File: config.mk
export PLATFORM = sky130hd
export DESIGN_NAME = instruction_fetcher
export DESIGN_NICKNAME = d
export VERILOG_FILES = /design/src/rtl/instruction_fetcher.sv
export SDC_FILE = /design/constraint.sdc
export NUM_CORES = 1
export LEC_CHECK = 0
export CAP_MARGIN = 20
export CORE_UTILIZATION = 35
export CTS_CLUSTER_SIZE = 25
export DETAILED_ROUTE_END_ITERATION = 6
export GPL_ROUTABILITY_DRIVEN = 0
export MAX_ROUTING_LAYER = met4
export PLACE_DENSITY = 0.52
export SETUP_SLACK_MARGIN = 0.02
export SLEW_MARGIN = 20
export SYNTH_ARGS = -nofsm -noshare
export SYNTH_HDL_FRONTEND = slang
export SYNTH_SLANG_ARGS = --single-unit
export TNS_END_PERCENT = 1
File: constraint.sdc
create_clock -name clk -period 7.9 [get_ports clk]
set_input_delay 1.185 -clock clk [delete_from_list [all_inputs] [get_ports clk]]
set_output_delay 1.185 -clock clk [all_outputs]
set_load 0.05 [all_outputs]
File: src/rtl/instruction_fetcher.sv
// Fetch stage: serves the instruction at current_pc from a direct-mapped
// one-word-per-line cache, or from program memory through a valid/ready handshake.
module instruction_fetcher #(
  parameter int PROGRAM_ADDR_BITS = 8,
  parameter int PROGRAM_DATA_BITS = 16,
  parameter int CACHE_LINES       = 4
) (
  input  logic                         clk,
  input  logic                         reset,
  input  logic [2:0]                   core_state,
  input  logic [PROGRAM_ADDR_BITS-1:0] current_pc,
  input  logic                         flush,
  output logic                         mem_read_valid,
  output logic [PROGRAM_ADDR_BITS-1:0] mem_read_address,
  input  logic                         mem_read_ready,
  input  logic [PROGRAM_DATA_BITS-1:0] mem_read_data,
  output logic [2:0]                   fetcher_state,
  output logic [PROGRAM_DATA_BITS-1:0] instruction,
  output logic                         cache_hit
);

  localparam int INDEX_BITS = $clog2(CACHE_LINES);
  localparam int TAG_BITS   = PROGRAM_ADDR_BITS - INDEX_BITS;

  localparam logic [2:0] CORE_FETCH  = 3'b001;
  localparam logic [2:0] CORE_DECODE = 3'b010;

  typedef enum logic [2:0] {
    ST_IDLE     = 3'b000,
    ST_FETCHING = 3'b001,
    ST_FETCHED  = 3'b010
  } fetch_state_t;

  fetch_state_t state, state_next;

  logic [CACHE_LINES-1:0]       line_valid;
  logic [TAG_BITS-1:0]          line_tag  [CACHE_LINES];
  logic [PROGRAM_DATA_BITS-1:0] line_data [CACHE_LINES];

  logic [INDEX_BITS-1:0] lookup_index, fill_index;
  logic [TAG_BITS-1:0]   lookup_tag, fill_tag;
  logic                  lookup_hit;
  logic                  start_hit, start_miss, fill;

  assign lookup_index = current_pc[INDEX_BITS-1:0];
  assign lookup_tag   = current_pc[PROGRAM_ADDR_BITS-1:INDEX_BITS];
  assign lookup_hit   = line_valid[lookup_index] && (line_tag[lookup_index] == lookup_tag);

  // The fill uses the latched request address, since current_pc is only
  // guaranteed stable while the scheduler sits in FETCH.
  assign fill_index = mem_read_address[INDEX_BITS-1:0];
  assign fill_tag   = mem_read_address[PROGRAM_ADDR_BITS-1:INDEX_BITS];

  assign fetcher_state = state;

  // NOTE: sequential state uses non-blocking assignments so every register
  // samples pre-edge values; combinational blocks use blocking assignments.
  always_ff @(posedge clk or negedge reset) begin
    if (!reset) state <= ST_IDLE;
    else        state <= state_next;
  end

  // NOTE: every always_comb output gets a default first so no latch is inferred.
  always_comb begin
    state_next = state;
    unique case (state)
      ST_IDLE:     if (core_state == CORE_FETCH)
                     state_next = lookup_hit ? ST_FETCHED : ST_FETCHING;
      ST_FETCHING: if (mem_read_ready) state_next = ST_FETCHED;
      ST_FETCHED:  if (core_state == CORE_DECODE) state_next = ST_IDLE;
      default:     state_next = ST_IDLE;
    endcase
  end

  always_comb begin
    start_hit  = 1'b0;
    start_miss = 1'b0;
    fill       = 1'b0;
    if (state == ST_IDLE && core_state == CORE_FETCH) begin
      start_hit  = lookup_hit;
      start_miss = !lookup_hit;
    end
    if (state == ST_FETCHING && mem_read_ready) fill = 1'b1;
  end

  always_ff @(posedge clk or negedge reset) begin
    if (!reset) begin
      mem_read_valid   <= 1'b0;
      mem_read_address <= '0;
      instruction      <= '0;
      cache_hit        <= 1'b0;
    end else begin
      cache_hit <= start_hit;
      if (start_miss) begin
        mem_read_valid   <= 1'b1;
        mem_read_address <= current_pc;
      end else if (fill) begin
        mem_read_valid <= 1'b0;
      end
      if (start_hit)  instruction <= line_data[lookup_index];
      else if (fill)  instruction <= mem_read_data;
    end
  end

  // Flush wins over a coinciding fill: the line stays invalid.
  always_ff @(posedge clk or negedge reset) begin
    if (!reset)     line_valid <= '0;
    else if (flush) line_valid <= '0;
    else if (fill)  line_valid[fill_index] <= 1'b1;
  end

  // NOTE: tag/data storage has no reset; the valid bits alone make it safe,
  // and leaving it unreset lets it map onto plain RAM/flops without reset muxes.
  always_ff @(posedge clk) begin
    if (fill) begin
      line_tag[fill_index]  <= fill_tag;
      line_data[fill_index] <= mem_read_data;
    end
  end

endmodule

==> metrics.txt, run 1 <==
Post-synth EDFFs 88; Syn Inst Count 262; CP Depth 8; Worst R2R Start line_tag[3][0]; Seq/Total Area, Yosys 0.721; CP max FO 28; Worst Max-Slew Pin Slew 974 ps; cells on worst reg2reg path 6; area delta synth->final 29.9%; Die Wd 119 um; fin crit share 0.506; CP Launch Point current_pc[1]; Post-Place Cells 487; Die Y 119 um; Fin Setup TNS 0 ps; maximum VDD drop 0.183 mV; clock skew 7.83 ps; Ports 60; post-CTS setup buffer count 0; reg-to-reg endpoint mem_read_address[0]; crit path launch type input pin; Final Net Count 361; Worst EP arrival 4280 ps; DRC 0; mux contribution to synthesized area 0.165; critical path required time 8180 ps; Clock Latency Late Sink 400 ps; Final Hold Fails 0; min Tclk post-route 4000 ps; Synth Area in Adders 0; core box area 13300 sq um; ranking of synthesized cells by area edfxtp_1 55%, dfrtp_1 17%, mux4_2 9.0%, mux2i_1 4.8%, mux2_4 2.5%; crit path buf inv count 2; status finished clean; CTS Buf Count 17; share of layout cells above drive strength 1 0.216; worst hold path class flop to flop; hold_buf cts 0; DP Wirelength 6130 um; vias 2575; Global Route Usage Sum 0.164; Pins Over Slew Limit 0; grt total ovfl 0; num rows 42; Pleak 0.00231 uW; Yosys cell types 31; first-pass GRT wire length 16300 um; Synth Area in Compound Gates 0.0270; clk root buf clkbuf_16; final setup fails 0; Worst R2R Setup Slack 5270 ps; CTS Sinks 120; slowest stage delay, CP 650 ps; port bufs 58; Die ar. 14100 sq um; worst setup path endpoint mem_read_address[0]; FF+latch area 3440 sq um; leading area contributor after synthesis edfxtp_1; Post-Syn Nets 293; max cap viols 0; post-synth top area share 0.553; area occupied by multi-input gates 1240 sq um; Ys Warns 0; DR vias/cell 4.96; synthesis-stage register bit count 120; Clk pin slew, worst setup/hold paths 50 ps; CP top delay family compound AO/OA/AOI/OAI gates; post-CTS sizing 0; worst rel slew slack 0.347; CTS tree built; Post-Synth Simple-Gate Area 0.0453; initial antenna violation count 0; first drt pass iteration count 4; maximum clock frequency 0.250 GHz; Critical Path Sink Type flop; CP max stage cell o211a_1; vias in the first global route 2761; most common cell in the synthesized netlist edfxtp_1; final WL 10000 um; Final Non-Filler Cells 519; Synth Area in XOR/XNOR 0.0165; ordered list of cells on the worst path clkdlybuf4s50_1, buf_4, mux2i_1, xnor2_1, o32ai_1, o211a_1, a21bo_1, mux2_4; Clock H-tree levels 4; most frequently used flop master after synthesis edfxtp_1; Async S/R FF share, synth 0.267; clk buf depth 2; P per Cell Area 367 nW/um^2; Netlist Area Pre-Place 4780 sq um; RSZ-0062 raised after global routing no; Iteration-0 DRC Markers 162; pin count of the biggest net entering global routing 33; Starting Density 0.359; Antenna Nets Post-Route 0; diode count 0; main combinational cell family by area after synthesis multiplexers; WL/cell 19.3 um; syn_area_per_cell 18.2 sq um; FILL cells 1152; Post-synth top cells 88 x edfxtp_1, 32 x dfrtp_1, 23 x mux2i_1; critical path class input pin to flop
## sequential cells by signal, indices dropped and copies added, names as in the netlist
signal and count:
fetcher_state 2, line_data 64, mem_read_valid 1, line_valid 4
mem_read_address 8, line_tag 24, cache_hit 1, instruction 16
## layout by cell type, fill, tap and decap left out, drive strengths merged, types with 2 or more instances in the layout
master | Yosys | routed
xnor2 | 7 | 7
nand2 | 5 | 5
clkbuf | 4 | 20
inv | 2 | 2
nor2 | 7 | 7
dfrtp | 32 | 32
mux2 | 9 | 9
nor3 | 5 | 5
clkinvlp | 0 | 2
nand2b | 2 | 2
bufinv | 0 | 5
mux4 | 19 | 19
xor2 | 2 | 2
and3 | 2 | 2
edfxtp | 88 | 88
buf | 12 | 9
o21ai | 17 | 17
nand3b | 2 | 2
mux2i | 23 | 23
nand4 | 16 | 16
clkdlybuf4s50 | 0 | 56
clkinv | 1 | 6
## worst min-delay path by stage
stage	from	depth (start not counted)	slack (ps)	end
finish	line_valid[0]	2	500	line_valid[0]
global route	line_valid[2]	1	540	line_valid[2]
CTS	line_valid[1]	2	500	line_valid[1]
detailed placement	line_valid[1]	2	490	line_valid[1]
global placement	line_valid[3]	2	480	line_valid[3]
floorplan	line_valid[3]	2	460	line_valid[3]
## power by group
| group | total, uW | internal (uW) | switching (uW) |
|---|---|---|---|
| Clock | 853 | 583 | 270 |
| Sequential | 869 | 786 | 83.4 |
| Combinational | 555 | 203 | 352 |
## logic make-up (layout without fill, tap and decap cells)
logic type	after synthesis	after routing
AOI/OAI and AO/OA	22	22
xor gates and xnor gates	9	9
buffers and inverters	19	100
DFF	120	120
muxes	51	51
other	1	1
and+or+nand+nor	40	40
## per-layer routing
| layer | routed length (um) | vias to the layer above | GRT usage |
|---|---|---|---|
| met5 | 0 | - | - |
| met4 | 53 | 0 | 0.0506 |
| met3 | 471 | 6 | 0.0445 |
| met2 | 4730 | 75 | 0.239 |
| met1 | 4770 | 1330 | 0.224 |
| li1 | - | 1164 | - |
## worst register-to-register path, stage by stage (launching register included)
cell      delay, ps
edfxtp_1        350
mux4_2          490
xnor2_1         140
nand2_1         100
clkinv_1        500
a21bo_1         560
mux2_4          370
## cell type report
| type | instances | area share |
|---|---|---|
| clock buffer | 20 | 0.0752 |
| clock inverter | 12 | 0.0317 |
| inverter | 3 | 0.00181 |
| multi-input combinational | 123 | 0.200 |
| sequential | 120 | 0.555 |
| tap | 176 | 0.0355 |
| timing repair buffer | 65 | 0.100 |
## through the flow
| step | utilization | cell area [sq um] | hold WS, ps | setup WS (ps) | total power [uW] |
|---|---|---|---|---|---|
| after global placement | 0.417 | 5540 | 478 | 3490 | 1440 |
| after CTS | 0.467 | 6200 | 504 | 3880 | 2300 |
| after global routing | 0.467 | 6200 | 539 | 3760 | 2360 |
| final | 0.467 | 6200 | 499 | 3900 | 2280 |
| after floorplan | - | 4780 | 461 | 4220 | 1220 |
| after detailed placement | 0.417 | 5540 | 493 | 3470 | 1440 |
(Power assumes the default switching activity.)
==> run 2, diff against run 1 <==
--- a/config.mk
+++ b/config.mk
@@ -11,7 +11,7 @@
 export DETAILED_ROUTE_END_ITERATION = 6
 export GPL_ROUTABILITY_DRIVEN = 0
 export MAX_ROUTING_LAYER = met4
-export PLACE_DENSITY = 0.52
+export PLACE_DENSITY = 0.54
 export SETUP_SLACK_MARGIN = 0.02
 export SLEW_MARGIN = 20
 export SYNTH_ARGS = -nofsm -noshare
==> constraint.sdc (replaced) <==
create_clock -name clk -period 3.5 [get_ports clk]
set_input_delay 0.525 -clock clk [delete_from_list [all_inputs] [get_ports clk]]
set_output_delay 0.525 -clock clk [all_outputs]
set_load 0.05 [all_outputs]
==> run 2 against run 1 <==
  * Power up 120%
  * First-iteration DRC count increased by 14%
  * Worst setup slack got worse by 3200 ps
  * Core utilization hardly changed
  * Wire length increased by 2.4%
  * Clock power increased by 100%
  * Die area is the same
  * Critical endpoint is now mem_read_address[4]
==> metrics.txt, run 2 (same netlist as run 1, synthesis figures left out) <==
post-CTS sizing 0 (unchanged); pin count of the biggest net entering global routing 29 (was 33); Design Area, Final 6210 sq um (was 6200 sq um); worst rel slew slack 0.508 (was 0.347); clock skew 9.91 ps (was 7.83 ps); critical path required time 3790 ps (was 8180 ps); crit path launch type input pin (unchanged); Pleak 0.00232 uW (was 0.00231 uW); CTS Sinks 120 (unchanged); clk root buf clkbuf_16 (unchanged); Ports 60 (unchanged); CTS tree built (unchanged); Final Hold Fails 0 (unchanged); area delta synth->final 29.9% (about the same); Clk pin slew, worst setup/hold paths 50 ps (about the same); grt total ovfl 0 (unchanged); Top Usage Layer GRT met2 (unchanged); met2 usage 0.240 (was 0.239); WHS 86.1 ps (was 499 ps); critical path class input pin to flop (unchanged); share of layout cells above drive strength 1 0.230 (was 0.216); maximum clock frequency 0.362 GHz; met3 Usage GRT 0.0527 (was 0.0445); Critical Path Sink Type flop (unchanged); Reg with most FFs line_data (unchanged); number of flip-flops under the largest register name 64 (unchanged); Iteration-0 DRC Markers 184 (was 162); Die Y 119 um (unchanged); Regs by FF count line_data (64), line_tag (24), instruction (16) (unchanged); Antenna Nets Post-Route 0 (unchanged); RSZ-0062 raised after global routing no (unchanged); DR vias/cell 4.97 (was 4.96); WL/cell 19.4 um (was 19.3 um); Worst EP arrival 3050 ps (was 4280 ps); Starting Density 0.359 (unchanged); fin crit share 0.788; status finished clean (unchanged); Design Power 4920 uW (was 2280 uW); vias 2623 (was 2575); Worst R2R Start line_tag[3][4] (was line_tag[3][0]); port bufs 58 (unchanged); min Tclk post-route 2760 ps; post-CTS setup buffer count 0 (unchanged); core box area 13300 sq um (unchanged); first-pass GRT wire length 16200 um (was 16300 um); Fin Setup TNS 0 ps (unchanged); Pins Over Slew Limit 0 (unchanged); most frequent cells in the layout 88 x edfxtp_1, 56 x clkdlybuf4s50_1, 32 x dfrtp_1, 23 x mux2i_1, 19 x mux4_2 (unchanged); first drt pass iteration count 4 (unchanged); maximum VDD drop 0.352 mV (was 0.183 mV); DRC 0 (unchanged); met1 Track Usage GR 0.220 (was 0.224); num rows 42 (unchanged); Worst R2R Setup Slack 1170 ps (was 5270 ps); DP Wirelength 6460 um (was 6130 um); CTS Buf Count 17 (unchanged); Global Route Usage Sum 0.165 (was 0.164); reg-to-reg endpoint mem_read_address[4] (was mem_read_address[0]); Worst Max-Slew Pin Slew 738 ps (was 974 ps); Die Wd 119 um (unchanged); final setup fails 0 (unchanged); Post-DP Area 5630 sq um (was 5540 sq um); cells on worst reg2reg path 5 (was 6); max cap viols 0 (unchanged); Clock Latency Late Sink 410 ps (was 400 ps); initial antenna violation count 0 (unchanged); worst hold path class input pin to async pin (was flop to flop); Clock H-tree levels 4 (unchanged); P per Cell Area 792 nW/um^2 (was 367 nW/um^2); clk buf depth 2 (unchanged); hold_buf cts 0 (unchanged); diode count 0 (unchanged); commonest non-fill, non-tap cell in the layout edfxtp_1 (unchanged); vias in the first global route 2766 (was 2761); Die ar. 14100 sq um (unchanged); CP max FO 28 (unchanged); final WL 10300 um (was 10000 um); Final Net Count 370 (was 361)
## run 2: worst max-delay path by stage
stage                     cells after the start  slack, ps        startpoint                  end
final                                         8        740     current_pc[1]  mem_read_address[4]
after global routing                          8        620     current_pc[1]  mem_read_address[7]
after CTS                                     8        710     current_pc[1]  mem_read_address[4]
after detailed placement                      8        280     current_pc[1]  mem_read_address[2]
after global placement                        8        330     current_pc[1]  mem_read_address[4]
after floorplan                               3        260  fetcher_state[0]      line_data[3][0]
## run 2: per-stage QoR
| step | std cells | utilization | setup slack (ps) |
|---|---|---|---|
| finish | 528 | 0.467 | 741 |
| global placement | 496 | 0.423 | 334 |
| floorplan | 262 | - | 262 |
| CTS | 528 | 0.467 | 709 |
| detailed placement | 496 | 0.423 | 281 |
| global route | 528 | 0.467 | 621 |
## run 2: worst max-delay path: stages
cell and delay [ps]:
clkdlybuf4s50_1 510, buf_12 230, mux2i_1 250, xnor2_1 90
o32ai_1 260, o211a_1 210, a21bo_1 600, mux2_4 350
## run 2: power breakdown
part           internal, uW  switching [uW]
Combinational           467             803
Sequential             1770             156
Clock                  1100             612
## run 2: layer usage
layer,part of all wire,routed length (um)
met1,0.48,4900
met2,0.48,4910
met3,0.036,372
met4,0.0073,75
met5,0,0
## run 2: area by class of cell
cell class / count / area, sq um
Fill cell: 1177 / 7090
Multi-Input combinational cell: 123 / 1240
Tap cell: 176 / 220
Inverter: 3 / 11.3
Clock buffer: 17 / 425
Clock inverter: 15 / 160
Sequential cell: 120 / 3440
Timing Repair Buffer: 74 / 703
==> run 3, diff against run 2 <==
--- a/config.mk
+++ b/config.mk
@@ -11,7 +11,7 @@
 export DETAILED_ROUTE_END_ITERATION = 6
 export GPL_ROUTABILITY_DRIVEN = 0
 export MAX_ROUTING_LAYER = met4
-export PLACE_DENSITY = 0.54
+export PLACE_DENSITY = 0.52
 export SETUP_SLACK_MARGIN = 0.02
 export SLEW_MARGIN = 20
 export SYNTH_ARGS = -nofsm -noshare
==> constraint.sdc (replaced) <==
create_clock -name clk -period 2.8 [get_ports clk]
set_input_delay 0.42 -clock clk [delete_from_list [all_inputs] [get_ports clk]]
set_output_delay 0.42 -clock clk [all_outputs]
set_load 0.05 [all_outputs]
==> run 3 against run 2 <==
  * Sequential share of layout area fell by 0.34 points
  * Wire length shrank 0.14%
  * Register-to-register slack got worse by 370 ps
  * Count of clock-buffer cells in the layout is 4 higher
  * Die area is the same
  * Combinational power grew 26%
  * Core utilization rose by 0.29 points
  * Critical path depth rose by 1
  * Critical path type unchanged
==> metrics.txt, run 3 (same netlist as run 1, synthesis figures left out) <==
worst hold path class input pin to async pin (unchanged); Clock Latency Late Sink 410 ps (about the same); area occupied by multi-input gates 1240 sq um (unchanged); Top Usage Layer GRT met2 (unchanged); initial antenna violation count 0 (unchanged); commonest non-fill, non-tap cell in the layout edfxtp_1 (unchanged); RSZ-0062 raised after global routing no (unchanged); FF+latch area 3440 sq um (unchanged); vias in the first global route 2780 (was 2766); Clock H-tree levels 4 (unchanged); Psw 1920 uW (was 1570 uW); hold_buf cts 0 (unchanged); Post-DP Area 5700 sq um (was 5630 sq um); number of flip-flops under the largest register name 64 (unchanged); Global Route Usage Sum 0.167 (was 0.165); Antenna Nets Post-Route 0 (unchanged); CTS Sinks 120 (unchanged); P per Cell Area 964 nW/um^2 (was 792 nW/um^2); final setup fails 0 (unchanged); Pins Over Slew Limit 0 (unchanged); Worst Max-Slew Pin Slew 832 ps (was 738 ps); met1 Track Usage GR 0.213 (was 0.220); vias 2699 (was 2623); met3 Usage GRT 0.0517 (was 0.0527); Regs by FF count line_data (64), line_tag (24), instruction (16) (unchanged); clk root buf clkbuf_16 (unchanged); CTS Buf Count 17 (unchanged); cells on worst reg2reg path 7 (was 5); Comb pwr share 0.265 (was 0.258); FILL cells 1162 (was 1177); maximum VDD drop 0.480 mV (was 0.352 mV); post-CTS setup buffer count 0 (unchanged); WL/cell 19.1 um (was 19.4 um); Ports 60 (unchanged); first-pass GRT wire length 16200 um (about the same); num rows 42 (unchanged); fin crit share 0.815; Final Hold Fails 0 (unchanged); CTS tree built (unchanged); DP Wirelength 6770 um (was 6460 um); Pleak 0.00235 uW (was 0.00232 uW); diode count 0 (unchanged); share of layout cells above drive strength 1 0.231 (was 0.230); area delta synth->final 30.7% (was 29.9%); P_int 4100 uW (was 3340 uW); Core Util, Final 0.470 (was 0.467); Seq pwr share 0.402 (was 0.392); Critical Path Sink Type flop (unchanged); Reg with most FFs line_data (unchanged); Die ar. 14100 sq um (unchanged); grt total ovfl 0 (unchanged); Die Wd 119 um (unchanged); final WL 10200 um (was 10300 um); pin count of the biggest net entering global routing 33 (was 29); first drt pass iteration count 4 (unchanged); Design Power 6020 uW (was 4920 uW); critical path required time 3090 ps (was 3790 ps); worst rel slew slack 0.445 (was 0.508); core box area 13300 sq um (unchanged); pre-CTS worst setup slack 82.8 ps (was 281 ps); Iteration-0 DRC Markers 223 (was 184); most frequent cells in the layout 88 x edfxtp_1, 56 x clkdlybuf4s50_1, 32 x dfrtp_1, 23 x mux2i_1, 20 x buf_4 (was 88 x edfxtp_1, 56 x clkdlybuf4s50_1, 32 x dfrtp_1, 23 x mux2i_1, 19 x mux4_2); status finished clean (unchanged); Clk pwr share 0.333 (was 0.349); crit path launch type input pin (unchanged); PnR worst setup slack 517 ps (was 741 ps); Worst EP arrival 2570 ps (was 3050 ps); maximum clock frequency 0.438 GHz; CP max FO 18 (was 28); Clk pin slew, worst setup/hold paths 50 ps (about the same); Die Y 119 um (unchanged); post-CTS sizing 0 (unchanged); DRC 0 (unchanged); clk buf depth 2 (unchanged); Sw Share 0.319 (was 0.320); Starting Density 0.359 (unchanged); critical path class input pin to flop (unchanged); max cap viols 0 (unchanged); port bufs 58 (unchanged); Final Net Count 377 (was 370); Design Area, Final 6250 sq um (was 6210 sq um); DR vias/cell 5.04 (was 4.97); min Tclk post-route 2280 ps; met2 usage 0.248 (was 0.240); clock skew 8.37 ps (was 9.91 ps)
run 3: cell types whose count changed in the layout (fill, tap and decap cells not counted):
cell / previous run / this run
clkbuf_1: 0 / 4
bufinv_16: 3 / 2
clkinvlp_4: 4 / 1
clkinv_2: 4 / 3
buf_4: 15 / 20
buf_12: 1 / 3
clkinv_1: 4 / 5
run 3: final cells by class:
type / count / share of cell area
inverter: 3 / 0.00180
clock inverter: 11 / 0.0170
clock buffer: 21 / 0.0705
tap: 176 / 0.0353
multi-input combinational: 123 / 0.199
timing repair buffer: 81 / 0.125
sequential: 120 / 0.551
run 3: worst paths after layout:
check / from / end / slack, ps
max: current_pc[1] / mem_read_address[5] / 520
min: reset / mem_read_address[3] / 110
min in group clk: line_valid[0] / line_valid[0] / 500
min reg2reg: line_valid[0] / line_valid[0] / 500
max reg2reg: line_tag[2][1] / mem_read_address[5] / 800
max in group asynchronous: reset / fetcher_state[1] / 2160
run 3: worst max-delay path: stages:
cell and delay (ps):
clkdlybuf4s50_1 510, buf_12 180, mux2i_1 230, xnor2_1 80, o32ai_1 260, o211a_1 250
a21bo_1 170, buf_12 150, mux2_4 300
run 3: routing by layer:
layer | wire length (um) | part of all wire
met4 | 134 | 0.013
met1 | 4850 | 0.47
met2 | 4930 | 0.48
met5 | 0 | 0
met3 | 336 | 0.033
run 3: power by group through the flow:
| stage | clock [uW] | sequential (uW) | combinational (uW) |
|---|---|---|---|
| final | 2000 | 2420 | 1600 |
| after floorplan | 0 | 3060 | 369 |
| after global routing | 2120 | 2460 | 1680 |
| after global placement | 0 | 2450 | 1600 |
| after detailed placement | 0 | 2460 | 1610 |
| after CTS | 2040 | 2430 | 1610 |
run 3: stage by stage:
step	hold slack (ps)	TNS, ps	instances
after CTS	126	0	535
after floorplan	124	-24990	262
after global routing	174	0	535
final	108	0	535
after detailed placement	494	0	503
after global placement	475	0	503
